$ cat config.mk
export PLATFORM = sky130hd
export DESIGN_NAME = mem_stage_flat
export DESIGN_NICKNAME = d
export VERILOG_FILES = /design/src/rtl/mem_stage_pkg.sv /design/src/rtl/mem_stage_if.sv /design/src/rtl/mem_stage_load_align.sv /design/src/rtl/mem_stage.sv /design/src/flat_wrapper.sv
export SDC_FILE = /design/constraint.sdc
export NUM_CORES = 1
export LEC_CHECK = 0
export CORE_MARGIN = 2
export CORE_UTILIZATION = 37
export CTS_CLUSTER_DIAMETER = 80
export DETAILED_ROUTE_END_ITERATION = 6
export PLACE_DENSITY = 0.75
export REMOVE_ABC_BUFFERS = 1
export SETUP_SLACK_MARGIN = 0.5
export SYNTH_ARGS = -nofsm -noshare
export SYNTH_HDL_FRONTEND = slang
export SYNTH_SLANG_ARGS = --single-unit
$ cat constraint.sdc
create_clock -name clk -period 8 [get_ports clk]
set_clock_uncertainty 0.1 [all_clocks]
set_input_delay 0.8 -clock clk [delete_from_list [all_inputs] [get_ports clk]]
set_output_delay 0.8 -clock clk [all_outputs]
set_load 0.005 [all_outputs]
$ cat src/rtl/mem_stage_pkg.sv
// Shared pipeline definitions: inter-stage bus widths, bus layouts and the
// except_zip bit that flags an exception.
package mem_stage_pkg;

    localparam int ES2MS_BUS_W  = 119;
    localparam int ES_RF_ZIP_W  = 40;
    localparam int MS2WS_BUS_W  = 152;
    localparam int EXCEPT_ZIP_W = 82;
    localparam int EX_BIT       = 2;
    localparam int LD_ZIP_W     = 5;

    typedef struct packed {
        logic ld_b;
        logic ld_bu;
        logic ld_h;
        logic ld_hu;
        logic ld_w;
    } ld_zip_t;

    typedef struct packed {
        ld_zip_t                  ld_zip;
        logic [31:0]              pc;
        logic [EXCEPT_ZIP_W-1:0]  except_zip;
    } es2ms_bus_t;

    // Same layout for the EXE input zip and the MEM forwarding zip; the low
    // word is alu_result on the way in and rf_wdata on the way out.
    typedef struct packed {
        logic        csr_re;
        logic        res_from_mem;
        logic        rf_we;
        logic [4:0]  rf_waddr;
        logic [31:0] data;
    } rf_zip_t;

    typedef struct packed {
        logic                     rf_we;
        logic [4:0]               rf_waddr;
        logic [31:0]              rf_wdata;
        logic [31:0]              pc;
        logic [EXCEPT_ZIP_W-1:0]  except_zip;
    } ms2ws_bus_t;

    function automatic logic has_ex(input logic [EXCEPT_ZIP_W-1:0] except_zip);
        return except_zip[EX_BIT];
    endfunction

endpackage

$ cat src/rtl/mem_stage_if.sv
// Pipeline signals around the MEM stage. slave is the MEM stage view, master
// is the view of the surrounding EXE/WB/SRAM logic.
interface mem_stage_if;
    import mem_stage_pkg::*;

    logic                    es2ms_valid;
    logic [ES2MS_BUS_W-1:0]  es2ms_bus;
    logic [ES_RF_ZIP_W-1:0]  es_rf_zip;
    logic [31:0]             data_sram_rdata;
    logic                    ws_allowin;
    logic                    wb_ex;
    logic                    ms_allowin;
    logic                    ms2ws_valid;
    logic [MS2WS_BUS_W-1:0]  ms2ws_bus;
    logic [ES_RF_ZIP_W-1:0]  ms_rf_zip;
    logic                    ms_ex;
    logic [31:0]             ms_pc;

    modport slave (
        input  es2ms_valid, es2ms_bus, es_rf_zip, data_sram_rdata, ws_allowin, wb_ex,
        output ms_allowin, ms2ws_valid, ms2ws_bus, ms_rf_zip, ms_ex, ms_pc
    );

    modport master (
        output es2ms_valid, es2ms_bus, es_rf_zip, data_sram_rdata, ws_allowin, wb_ex,
        input  ms_allowin, ms2ws_valid, ms2ws_bus, ms_rf_zip, ms_ex, ms_pc
    );

endinterface

$ cat src/rtl/mem_stage_load_align.sv
// Load alignment and extension: shifts the addressed byte/half down to bit 0
// and sign- or zero-extends it; word loads pass the raw word through.
module load_align
    import mem_stage_pkg::*;
(
    input  ld_zip_t     ld_zip,
    input  logic [1:0]  offset,
    input  logic [31:0] rdata,
    output logic [31:0] result
);

    logic [31:0] w_shifted;

    assign w_shifted = rdata >> {offset, 3'b000};

    always_comb begin
        result = rdata;
        if (ld_zip.ld_b) begin
            result = {{24{w_shifted[7]}}, w_shifted[7:0]};
        end else if (ld_zip.ld_bu) begin
            result = {24'd0, w_shifted[7:0]};
        end else if (ld_zip.ld_h) begin
            result = {{16{w_shifted[15]}}, w_shifted[15:0]};
        end else if (ld_zip.ld_hu) begin
            result = {16'd0, w_shifted[15:0]};
        end
    end

endmodule

$ cat src/rtl/mem_stage.sv
// MEM pipeline stage: holds one instruction between EXE and WB, buffers the
// synchronous SRAM load data across stalls and builds the WB/forwarding buses.
module mem_stage
    import mem_stage_pkg::*;
(
    input  logic        clk,
    input  logic        reset,
    mem_stage_if.slave  pipe
);

    logic        r_ms_valid;
    logic        r_first;
    logic [31:0] r_rdata_buf;
    es2ms_bus_t  r_es2ms;
    rf_zip_t     r_rf;

    logic        w_ms_allowin;
    logic        w_accept;
    logic [31:0] w_rdata;
    logic [31:0] w_load_result;
    logic [31:0] w_rf_wdata;
    logic        w_ex;
    ms2ws_bus_t  w_ms2ws;
    rf_zip_t     w_ms_rf;

    assign w_ms_allowin = ~r_ms_valid | pipe.ws_allowin;
    assign w_accept     = pipe.es2ms_valid & w_ms_allowin;

    always_ff @(posedge clk or posedge reset) begin
        if (reset) begin
            r_ms_valid  <= 1'b0;
            r_first     <= 1'b0;
            r_rdata_buf <= 32'd0;
            r_es2ms     <= '0;
            r_rf        <= '0;
        end else begin
            if (pipe.wb_ex) begin
                r_ms_valid <= 1'b0;
            end else if (w_ms_allowin) begin
                r_ms_valid <= pipe.es2ms_valid;
            end
            r_first <= w_accept;
            // SRAM data is only guaranteed in the first cycle; keep it for stalls.
            if (r_first) begin
                r_rdata_buf <= pipe.data_sram_rdata;
            end
            if (w_accept) begin
                r_es2ms <= pipe.es2ms_bus;
                r_rf    <= pipe.es_rf_zip;
            end
        end
    end

    assign w_rdata = r_first ? pipe.data_sram_rdata : r_rdata_buf;

    load_align u_load_align (
        .ld_zip (r_es2ms.ld_zip),
        .offset (r_rf.data[1:0]),
        .rdata  (w_rdata),
        .result (w_load_result)
    );

    assign w_rf_wdata = r_rf.res_from_mem ? w_load_result : r_rf.data;
    assign w_ex       = has_ex(r_es2ms.except_zip);

    always_comb begin
        w_ms2ws            = '0;
        w_ms2ws.rf_we      = r_rf.rf_we & ~w_ex;
        w_ms2ws.rf_waddr   = r_rf.rf_waddr;
        w_ms2ws.rf_wdata   = w_rf_wdata;
        w_ms2ws.pc         = r_es2ms.pc;
        w_ms2ws.except_zip = r_es2ms.except_zip;
    end

    always_comb begin
        w_ms_rf              = '0;
        w_ms_rf.csr_re       = r_rf.csr_re & r_ms_valid;
        w_ms_rf.res_from_mem = r_rf.res_from_mem & r_ms_valid;
        w_ms_rf.rf_we        = r_rf.rf_we & r_ms_valid;
        w_ms_rf.rf_waddr     = r_rf.rf_waddr;
        w_ms_rf.data         = w_rf_wdata;
    end

    assign pipe.ms_allowin  = w_ms_allowin;
    assign pipe.ms2ws_valid = r_ms_valid;
    assign pipe.ms2ws_bus   = w_ms2ws;
    assign pipe.ms_rf_zip   = w_ms_rf;
    assign pipe.ms_ex       = r_ms_valid & w_ex;
    assign pipe.ms_pc       = r_es2ms.pc;

endmodule

$ cat src/flat_wrapper.sv
// flat-port wrapper written by rule: the top's interface ports become plain ports
module mem_stage_flat import mem_stage_pkg::*;
  (clk, reset, pipe_es2ms_valid, pipe_es2ms_bus, pipe_es_rf_zip, pipe_data_sram_rdata, pipe_ws_allowin, pipe_wb_ex, pipe_ms_allowin, pipe_ms2ws_valid, pipe_ms2ws_bus, pipe_ms_rf_zip, pipe_ms_ex, pipe_ms_pc);
  mem_stage_if pipe_i ();
  input  logic clk;
  input  logic reset;
  input wire logic [$bits(pipe_i.es2ms_valid)-1:0] pipe_es2ms_valid;
  input wire logic [$bits(pipe_i.es2ms_bus)-1:0] pipe_es2ms_bus;
  input wire logic [$bits(pipe_i.es_rf_zip)-1:0] pipe_es_rf_zip;
  input wire logic [$bits(pipe_i.data_sram_rdata)-1:0] pipe_data_sram_rdata;
  input wire logic [$bits(pipe_i.ws_allowin)-1:0] pipe_ws_allowin;
  input wire logic [$bits(pipe_i.wb_ex)-1:0] pipe_wb_ex;
  output wire logic [$bits(pipe_i.ms_allowin)-1:0] pipe_ms_allowin;
  output wire logic [$bits(pipe_i.ms2ws_valid)-1:0] pipe_ms2ws_valid;
  output wire logic [$bits(pipe_i.ms2ws_bus)-1:0] pipe_ms2ws_bus;
  output wire logic [$bits(pipe_i.ms_rf_zip)-1:0] pipe_ms_rf_zip;
  output wire logic [$bits(pipe_i.ms_ex)-1:0] pipe_ms_ex;
  output wire logic [$bits(pipe_i.ms_pc)-1:0] pipe_ms_pc;
  assign pipe_i.es2ms_valid = pipe_es2ms_valid;
  assign pipe_i.es2ms_bus = pipe_es2ms_bus;
  assign pipe_i.es_rf_zip = pipe_es_rf_zip;
  assign pipe_i.data_sram_rdata = pipe_data_sram_rdata;
  assign pipe_i.ws_allowin = pipe_ws_allowin;
  assign pipe_i.wb_ex = pipe_wb_ex;
  assign pipe_ms_allowin = pipe_i.ms_allowin;
  assign pipe_ms2ws_valid = pipe_i.ms2ws_valid;
  assign pipe_ms2ws_bus = pipe_i.ms2ws_bus;
  assign pipe_ms_rf_zip = pipe_i.ms_rf_zip;
  assign pipe_ms_ex = pipe_i.ms_ex;
  assign pipe_ms_pc = pipe_i.ms_pc;
  mem_stage u_core (.clk(clk), .reset(reset), .pipe(pipe_i));
endmodule
==> summary.txt, run 1 <==
Layout
  • Finished Cell Area: 13200 µm²
  • ANT cells: 0
  • Final Non-Filler Cells: 1324
  • Nets: 1177
  • Final Core Density: 52.4%
  • Layout cells sized above 1: 23.7%
  • Layout area overhead: 38.7%

Timing
  • Unrepaired setup endpoints after global routing: false
  • Achievable frequency: 209 MHz
  • Max-slew headroom: 26.5%
  • Slew @ Worst Pin: 1.09 ns
  • Post-route minimum period: 4.79 ns
  • Final hold vios: 0
  • Period utilization: 59.9%
  • Setup TNS: 0 ns
  • Setup violations, final: 0
  • Max Slew Vio Count: 0

Placed design
  • Placed cells: 1292
  • IO Port Bufs: 421
  • Final GP Congestion: 0.786
  • Placed cell areas: 12600 µm²
  • DPL Wire Length: 18700 µm

Worst setup path
  • Setup crit start kind: flip-flop
  • Crit Path Category: reg -> out
  • WP data arrival: 3.89 ns
  • Critical path peak fanout: 39
  • Flop-to-flop setup slack: 5.64 ns
  • Worst EP required: 7.10 ns
  • CP Capture Type: primary output

Logic synthesis
  • FFs w/ async S/R, synth: 100%
  • Syn avg cell area: 12.5 µm²
  • Post-synth EDFFs: 0
  • Yosys top cell by area: dfrtp_1
  • Synthesis Warnings: 0
  • Sequential area share after synthesis: 50.4%
  • Distinct cell type count after synthesis: 30
  • Synthesis-stage register bit count: 192
  • Post-synth top cells: dfrtp_1, buf_4, mux2_2
  • Top cell type's share of synthesized area: 50.4%
  • Cell with the most instances after synthesis: dfrtp_1
  • Post-Synthesis Cells: 762
  • Most area-consuming cells after synthesis: dfrtp_1, mux2_2, buf_4
  • Post-Synthesis Cell Area: 9540 µm²
  • Post-synth top flop: dfrtp_1

Clock tree
  • Post-cts hold buffer count: 0
  • Postcts setup bufs: 0
  • Clock sink count: 192
  • Post-CTS sizing: 0
  • Maximum clock path buffer count: 2
  • Worst skew pair latency: 0.42 ns
  • Clk root buf: clkbuf_16
  • CTS tree: done
  • Max H-tree Level: 4
  • Clock-pin slew on the worst setup and hold paths: 0.07 ns
  • Num CTS Buffers: 17

Power
  • Leakage Power: 5.30 nW
  • Max VDD drop: 129 µV
  • Pwr Density: 216 nW/µm²
  • Clock power share: 30.4%
  • Internal Pwr Total: 2.07 mW
  • Switching pwr: 0.778 mW
  • Sequential power share: 41.2%
  • Net Sw Frac: 27.3%
  • Combinational share of power: 28.4%

Detailed routing
  • DR iter-0 viols: 281
  • DRT Pass-1 Iters: 5
  • Post-DR wirelength/cell: 18.8 µm
  • Average vias per placed instance: 4.79
  • Total number of vias: 6343
  • Drt drc: 0
  • Post-DRT Antenna Nets: 0
  • Total wire length: 24900 µm

Floorplan
  • Initial core utilization: 37.8%
  • I/O pin count: 423
  • Core area: 25300 µm²
  • Full die area: 27100 µm²
  • Site Rows: 58
  • Chip height: 165 µm
  • Die width: 165 µm

Job
  • Max Cap Violations: 0

GRT
  • Largest net degree at the start of global routing: 122
  • Global Route Usage Sum: 18.0%
  • Initial antenna violation count: 3
  • Number of global-route vias before repair: 6586
  • Grt ovf: 0
  • Global-route wire length before repair: 37100 µm

Worst hold path
  • Hold Crit Class: reg -> reg

Status
  • Outcome: complete, no violations
[worst max-delay path: stages, from the launching register on]
cell and delay (ns):
dfrtp_2 1.01, mux2_2 0.46, mux4_2 0.52, a21boi_4 0.66, a31oi_1 0.26, clkdlybuf4s50_1 0.53
[layout make-up]
cell class | count | area (µm²)
Inverter | 5 | 26.3
Clock buffer | 18 | 429
Clock inverter | 14 | 168
Timing Repair Buffer | 426 | 4250
Fill cell | 2195 | 12000
Multi-Input combinational cell | 339 | 3130
Sequential cell | 192 | 4810
Tap cell | 330 | 413
[kinds of logic after synthesis]
kind of cell	Yosys count	share of synthesized area, %
flip-flops	192	50.4
buffers and inverters	231	16.9
multiplexers	195	24.0
AO/OA/AOI/OAI	71	5.35
AND/OR/NAND/NOR	73	3.29
[registers in the layout (all words and copies together) (netlist names)]
signal                   flops
u_core.r_first               1
u_core.pipe.ms2ws_bus       87
u_core.pipe.ms_pc           32
u_core.r_rdata_buf          32
u_core.r_rf                 35
u_core.pipe.ms2ws_valid      1
u_core.r_es2ms               4
[power groups by stage]
stage               Combinational, mW  Sequential, mW  Clock (mW)
finish                          0.810            1.17       0.866
global route                    0.870            1.19       0.937
CTS                             0.821            1.18       0.895
detailed placement              0.818            1.19           0
global placement                0.807            1.19           0
floorplan                       0.286            1.19           0
[per-layer routing]
layer  up-vias  share of wire (%)  track usage, %
met1      3142                 37            20.4
met5         -               0.13               0
met4         6                1.8            5.02
met2       265                 52            31.4
li1       2894                  -               -
met3        36                9.3            7.01
[per-stage QoR]
stage	hold WS, ns	power, mW	setup slack (ns)
5_1_grt	0.410	3.00	3.00
3_3_place_gp	0.380	1.99	3.65
2_1_floorplan	0.372	1.48	1.87
4_1_cts	0.405	2.89	3.19
3_5_place_dp	0.388	2.01	3.63
6_report	0.400	2.85	3.21
[final timing paths]
kind / from / endpoint / depth (start not counted)
setup / recovery: u_core.r_first / pipe_ms_rf_zip[29] / 5
hold / removal: u_core.r_rdata_buf[0] / u_core.r_rdata_buf[0] / 1
setup reg to reg: u_core.pipe.ms2ws_valid / u_core.pipe.ms2ws_bus[28] / 4
hold reg to reg: u_core.r_rdata_buf[0] / u_core.r_rdata_buf[0] / 1
max in group asynchronous: reset / u_core.r_first / 3
min in group asynchronous: reset / u_core.pipe.ms2ws_bus[74] / 2
[layout by cell type, fill, tap and decap left out, drive strengths merged]
| master | instances |
|---|---|
| dfrtp | 192 |
| a21oi | 16 |
| o311ai | 1 |
| nor2 | 41 |
| o21ai | 5 |
| buf | 5 |
| nor2b | 2 |
| inv | 12 |
| and3 | 1 |
| a22oi | 14 |
| or4 | 1 |
| nand2 | 19 |
| o211ai | 2 |
| mux4 | 8 |
| bufinv | 1 |
| nand2b | 3 |
| a22o | 8 |
| nor4 | 1 |
| a31oi | 16 |
| mux2 | 187 |
| a21boi | 1 |
| a2111o | 7 |
| o22a | 1 |
| clkinv | 6 |
| and2 | 5 |
| clkdlybuf4s50 | 421 |
| clkbuf | 18 |
(Power assumes the default switching activity.)
==> run 2, diff against run 1 <==
==> constraint.sdc (replaced) <==
create_clock -name clk -period 4.85 [get_ports clk]
set_clock_uncertainty 0.1 [all_clocks]
set_input_delay 0.485 -clock clk [delete_from_list [all_inputs] [get_ports clk]]
set_output_delay 0.485 -clock clk [all_outputs]
set_load 0.005 [all_outputs]
==> run 2 against run 1 <==
  * Sequential power increased by 64%
  * Worst hold slack improved by 0.0016 ns
  * Power increased by 68%
  * Critical path depth unchanged
  * Register-to-register slack got worse by 3.0 ns
  * Critical path type unchanged
  * Core utilization increased by 0.29 points
  * Largest cell class unchanged
  * Global-route usage increased by 0.45 points
  * Cell count increased by 0.23%
  * First-iteration DRC count increased by 17%
  * Routed wire length increased by 2.4%
==> summary.txt, run 2 (synthesized netlist as in run 1, its figures left out) <==
Status
  • Outcome: complete, no violations

Detailed routing
  • Total wire length: 25500 µm (+2.4%)
  • Total number of vias: 6374 (+0.49%)
  • DRT Pass-1 Iters: 4 (-1)
  • Drt drc: 0 (unchanged)
  • Average vias per placed instance: 4.80 (+0.26%)
  • DR iter-0 viols: 329 (+17%)
  • Post-DR wirelength/cell: 19.2 µm (+2.2%)
  • Post-DRT Antenna Nets: 0 (unchanged)

Worst setup path
  • Crit Path Category: reg -> out
  • Worst EP required: 4.26 ns (-2.84 ns)
  • Worst setup path end: pipe_ms_rf_zip[26]
  • CP Capture Type: primary output
  • WP data arrival: 3.28 ns (-0.61 ns)
  • Reg2reg start: u_core.pipe.ms2ws_valid
  • Flop-to-flop setup slack: 2.64 ns (-3.00 ns)
  • Worst reg-to-reg path cell count: 4 (unchanged)
  • Setup crit start kind: flip-flop
  • Worst R2R End: u_core.r_rf[14]
  • Worst Setup SP: u_core.r_first
  • Critical path peak fanout: 24 (-38%)

GRT
  • Initial antenna violation count: 3 (unchanged)
  • Number of global-route vias before repair: 6745 (+2.4%)
  • Global-route wire length before repair: 38100 µm (+2.9%)
  • Grt ovf: 0 (unchanged)
  • Global Route Usage Sum: 18.4% (+0.45 points)
  • Largest net degree at the start of global routing: 163 (+34%)

Placed design
  • Final GP Congestion: 0.784 (-0.32%)
  • IO Port Bufs: 421 (unchanged)
  • DPL Wire Length: 18700 µm (+0.36%)
  • Placed cells: 1295 (+0.23%)

Floorplan
  • Full die area: 27100 µm² (unchanged)
  • Site Rows: 58 (unchanged)
  • Initial core utilization: 37.8% (unchanged)
  • Chip height: 165 µm (unchanged)
  • Die width: 165 µm (unchanged)
  • I/O pin count: 423 (unchanged)
  • Core area: 25300 µm² (unchanged)

Timing
  • Period utilization: 79.7%
  • Final hold vios: 0 (unchanged)
  • Post-route minimum period: 3.87 ns
  • Achievable frequency: 259 MHz
  • Max Slew Vio Count: 0 (unchanged)
  • Slew @ Worst Pin: 1.12 ns (+0.0225 ns)
  • Setup violations, final: 0 (unchanged)
  • Unrepaired setup endpoints after global routing: false
  • Max-slew headroom: 25.6% (-0.95 points)
  • Setup TNS: 0 ns (unchanged)

Layout
  • Register area: 4810 µm² (unchanged)
  • Largest register FFs: 87 (unchanged)
  • Commonest non-fill, non-tap cell in the layout: clkdlybuf4s50_1
  • ANT cells: 0 (unchanged)
  • Nets: 1180 (+0.25%)
  • Multi-input logic area: 3130 µm² (unchanged)
  • Layout cells sized above 1: 24.0% (+0.23 points)
  • Layout area overhead: 39.4%
  • Final Non-Filler Cells: 1327 (+0.23%)
  • Filler cell count: 2206 (+0.50%)
  • Commonest non-fill, non-tap cells in the layout: clkdlybuf4s50_1, dfrtp_1, mux2_2

Power
  • Leakage Power: 5.33 nW (+0.68%)
  • Max VDD drop: 203 µV (+58%)
  • Pwr Density: 360 nW/µm² (+67%)

Clock tree
  • Clk root buf: clkbuf_16
  • CTS tree: done
  • Worst skew pair latency: 0.43 ns (about the same)
  • Clock-pin slew on the worst setup and hold paths: 0.07 ns (about the same)
  • Maximum clock path buffer count: 2 (unchanged)
  • Post-cts hold buffer count: 0 (unchanged)
  • Max H-tree Level: 4 (unchanged)
  • Clock sink count: 192 (unchanged)
  • Post-CTS sizing: 0 (unchanged)
  • Postcts setup bufs: 0 (unchanged)
  • Num CTS Buffers: 17 (unchanged)

Job
  • Max Cap Violations: 0 (unchanged)

Worst hold path
  • Hold Crit Class: reg -> reg
-- run 2: power by group --
group | switching (mW) | internal, mW
logic | 0.475 | 0.885
registers | 0.127 | 1.80
clock network | 0.702 | 0.796
total | 1.30 | 3.48
-- run 2: how the worst min path moves through the flow --
stage / start / end / slack (ns) / cells after the start
after floorplan: u_core.r_rdata_buf[0] / u_core.r_rdata_buf[0] / 0.37 / 1
final: u_core.r_rdata_buf[4] / u_core.r_rdata_buf[4] / 0.40 / 1
after global placement: u_core.r_rdata_buf[2] / u_core.r_rdata_buf[2] / 0.38 / 1
after global routing: u_core.r_rdata_buf[6] / u_core.r_rdata_buf[6] / 0.42 / 1
after CTS: u_core.r_rdata_buf[4] / u_core.r_rdata_buf[4] / 0.40 / 1
after detailed placement: u_core.r_rdata_buf[4] / u_core.r_rdata_buf[4] / 0.39 / 1
-- run 2: layout make-up --
cell class | count | area share, %
timing repair buffer | 429 | 32.3
multi-input combinational | 339 | 23.5
inverter | 5 | 0.198
clock inverter | 14 | 1.45
clock buffer | 18 | 3.23
sequential | 192 | 36.1
tap | 330 | 3.11
-- run 2: critical path, stage by stage, from the launching register on --
cell and delay [ns]:
dfrtp_2 0.44, mux2_2 0.39, mux4_2 0.52, a21boi_4 0.68, a31oi_1 0.27, clkdlybuf4s50_1 0.54
-- run 2: stage by stage --
step	cell area (µm²)	hold slack, ns	util [%]	setup slack [ns]	total power, mW
2_1_floorplan	7940	0.372	-	-0.962	2.43
3_3_place_gp	12700	0.380	50.2	1.10	3.30
3_5_place_dp	12700	0.387	50.2	1.04	3.33
4_1_cts	13300	0.405	52.6	0.944	4.85
5_1_grt	13300	0.420	52.6	0.864	5.03
6_report	13300	0.402	52.6	0.983	4.78
-- run 2: layer usage --
layer / global-route usage, % / routed length [µm]
met3: 6.58 / 2330
met2: 32.5 / 13300
met1: 21.1 / 9500
met4: 5.10 / 365
met5: 0 / 27
==> run 3, diff against run 2 <==
--- a/config.mk
+++ b/config.mk
@@ -9,7 +9,7 @@
 export CORE_UTILIZATION = 37
 export CTS_CLUSTER_DIAMETER = 80
 export DETAILED_ROUTE_END_ITERATION = 6
-export PLACE_DENSITY = 0.75
+export PLACE_DENSITY = 0.78
 export REMOVE_ABC_BUFFERS = 1
 export SETUP_SLACK_MARGIN = 0.5
 export SYNTH_ARGS = -nofsm -noshare
==> constraint.sdc (replaced) <==
create_clock -name clk -period 3.2 [get_ports clk]
set_clock_uncertainty 0.1 [all_clocks]
set_input_delay 0.32 -clock clk [delete_from_list [all_inputs] [get_ports clk]]
set_output_delay 0.32 -clock clk [all_outputs]
set_load 0.005 [all_outputs]
==> run 3 against run 2 <==
  * Worst setup slack worse by 0.90 ns
  * Worst hold slack lost 0.11 ns
  * Sequential share of layout area is 1.6 points lower
  * Largest power group unchanged
  * Highest routed layer is now met4
==> summary.txt, run 3 (synthesized netlist as in run 1, its figures left out) <==
Timing
  • Setup violations, final: 0 (unchanged)
  • Post-route minimum period: 3.12 ns
  • Max Slew Vio Count: 0 (unchanged)
  • Max-slew headroom: 57.9% (+32 points)
  • Period utilization: 97.3%
  • Slew @ Worst Pin: 0.622 ns (-0.495 ns)
  • Setup TNS: 0 ns (unchanged)
  • Final hold vios: 0 (unchanged)
  • Achievable frequency: 321 MHz
  • Unrepaired setup endpoints after global routing: true

Worst setup path
  • CP max stage cell: mux4_2
  • CP peak stage delay: 0.53 ns (-0.15 ns)
  • Worst Setup SP: u_core.r_first
  • Worst R2R End: u_core.pipe.ms2ws_bus[37]
  • Setup crit start kind: flip-flop
  • Crit path cell chain: buf_12 > mux2_4 > mux4_2 > a21boi_4 > buf_6 > buf_16 > buf_12 > buf_6 > a21oi_2 > buf_2
  • Flop-to-flop setup slack: 1.38 ns (-1.26 ns)
  • Worst EP required: 2.78 ns (-1.48 ns)
  • Reg2reg start: u_core.pipe.ms2ws_valid
  • CP Capture Type: primary output
  • Buf/Inv on CP: 6 (+5)
  • Crit Path Category: reg -> out
  • Worst reg-to-reg path cell count: 4 (unchanged)
  • Critical path peak fanout: 5 (-79%)
  • WP data arrival: 2.70 ns (-0.58 ns)
  • CP delay by family, top: multiplexers

Placed design
  • Placed cell areas: 12800 µm² (+1.4%)
  • IO Port Bufs: 421 (unchanged)
  • DPL Wire Length: 19500 µm (+4.2%)
  • Final GP Congestion: 0.778 (-0.71%)

Status
  • Outcome: complete, no violations

Power
  • Net Sw Frac: 28.5% (+1.2 points)
  • Leakage Power: 5.72 nW (+7.3%)
  • Switching pwr: 2.10 mW (+61%)
  • Max VDD drop: 295 µV (+45%)
  • Clock power share: 29.7% (-1.6 points)
  • Combinational share of power: 30.9% (+2.5 points)
  • Internal Pwr Total: 5.28 mW (+52%)
  • Pwr Density: 531 nW/µm² (+48%)
  • Sequential power share: 39.5% (-0.7 points)

Clock tree
  • Clock sink count: 192 (unchanged)
  • Num CTS Buffers: 17 (unchanged)
  • Worst skew pair latency: 0.43 ns (about the same)
  • Post-cts hold buffer count: 0 (unchanged)
  • Max H-tree Level: 4 (unchanged)
  • Maximum clock path buffer count: 2 (unchanged)
  • Clock-pin slew on the worst setup and hold paths: 0.08 ns (about the same)
  • CTS tree: done
  • Clk root buf: clkbuf_16

Layout
  • Filler cell count: 2087 (-5.4%)
  • Nets: 1229 (+4.2%)
  • Layout cells sized above 1: 35.2% (+11 points)
  • Finished Cell Area: 13900 µm² (+4.7%)
  • Commonest non-fill, non-tap cell in the layout: clkdlybuf4s50_1
  • Layout area overhead: 45.9%
  • Commonest non-fill, non-tap cells in the layout: clkdlybuf4s50_1, dfrtp_1, mux2_2
  • Multi-input logic area: 3400 µm² (+8.8%)
  • Final Core Density: 55.1% (+2.5 points)
  • Register area: 4810 µm² (about the same)
  • Largest register FFs: 87 (unchanged)

Detailed routing
  • Post-DRT Antenna Nets: 0 (unchanged)
  • Post-DR wirelength/cell: 19.8 µm (+3.3%)
  • Drt drc: 0 (unchanged)
  • DRT Pass-1 Iters: 4 (unchanged)
  • Total wire length: 27300 µm (+7.2%)
  • Average vias per placed instance: 4.84 (+0.77%)
  • DR iter-0 viols: 347 (+5.5%)
  • Total number of vias: 6665 (+4.6%)

Floorplan
  • Initial core utilization: 37.8% (unchanged)
  • Full die area: 27100 µm² (unchanged)
  • Site Rows: 58 (unchanged)
  • Core area: 25300 µm² (unchanged)
  • I/O pin count: 423 (unchanged)
  • Die width: 165 µm (unchanged)
  • Chip height: 165 µm (unchanged)

Worst hold path
  • Hold Crit Class: in -> async

GRT
  • Initial antenna violation count: 1 (-2)
  • Number of global-route vias before repair: 7048 (+4.5%)
  • Grt ovf: 0 (unchanged)
  • Largest net degree at the start of global routing: 88 (-46%)
  • Global-route wire length before repair: 40100 µm (+5.3%)
  • Global Route Usage Sum: 19.5% (+1.1 points)

Job
  • Max Cap Violations: 0 (unchanged)
==> run 3: cell types whose count changed in the layout (fill, tap and decap cells not counted), moves of 12 or more <==
cell	delta
a31oi_1	-15
clkdlybuf4s50_1	-52
clkbuf_2	+18
buf_2	+32
buf_4	+28
a31oi_4	+12
==> run 3: power groups by stage <==
| stage | Clock (mW) | Combinational [mW] | Sequential, mW |
|---|---|---|---|
| after floorplan | 0 | 0.715 | 2.98 |
| after global placement | 0 | 2.09 | 2.95 |
| after detailed placement | 0 | 2.12 | 2.97 |
| after CTS | 2.25 | 2.17 | 2.92 |
| after global routing | 2.36 | 2.44 | 2.96 |
| final | 2.19 | 2.28 | 2.91 |
==> run 3: final cells by class <==
type | count | share of cell area, %
multi-input combinational | 339 | 24.5
sequential | 192 | 34.6
tap | 330 | 2.97
antenna | 1 | 0.0180
timing repair buffer | 478 | 33.5
clock buffer | 18 | 3.08
inverter | 5 | 0.189
clock inverter | 14 | 1.19
==> run 3: timing repair <==
action,CTS,global route
pin swaps,5,5
resized for setup,142,99
endpoints found under the setup margin,64,64
cloned,3,1
hold endpoints to repair,0,0
buffers inserted,15,15
==> run 3: how the worst max path moves through the flow <==
stage,to,slack (ns),cells past startpoint
3_5_place_dp,pipe_ms_rf_zip[29],0.22,7
4_1_cts,pipe_ms2ws_bus[145],0.14,7
3_3_place_gp,pipe_ms2ws_bus[143],0.23,7
2_1_floorplan,u_core.pipe.ms2ws_bus[0],-2.45,1
5_1_grt,pipe_ms_rf_zip[11],0.02,10
6_report,pipe_ms_rf_zip[11],0.08,10
==> run 3: stage by stage <==
step	hold WS (ns)	cells	setup WS (ns)	total power [mW]
2_1_floorplan	0.283	536	-2.45	3.69
3_3_place_gp	0.379	1310	0.234	5.04
3_5_place_dp	0.385	1310	0.221	5.09
4_1_cts	0.305	1360	0.136	7.34
5_1_grt	0.318	1376	0.0226	7.75
6_report	0.295	1377	0.0848	7.39
==> run 3: worst register-to-register path, delay by kind of cell, from the launching register on <==
kind | cells | cell delay (ns)
mux | 1 | 0.47
flops | 1 | 0.42
buf+inv | 1 | 0.35
simple gates | 2 | 0.36
==> run 3: routing by layer <==
metal / global-route usage [%] / wire, µm
met1: 22.4 / 10200
met2: 34.3 / 14100
met3: 6.55 / 2340
met4: 6.28 / 653
met5: 0 / 0
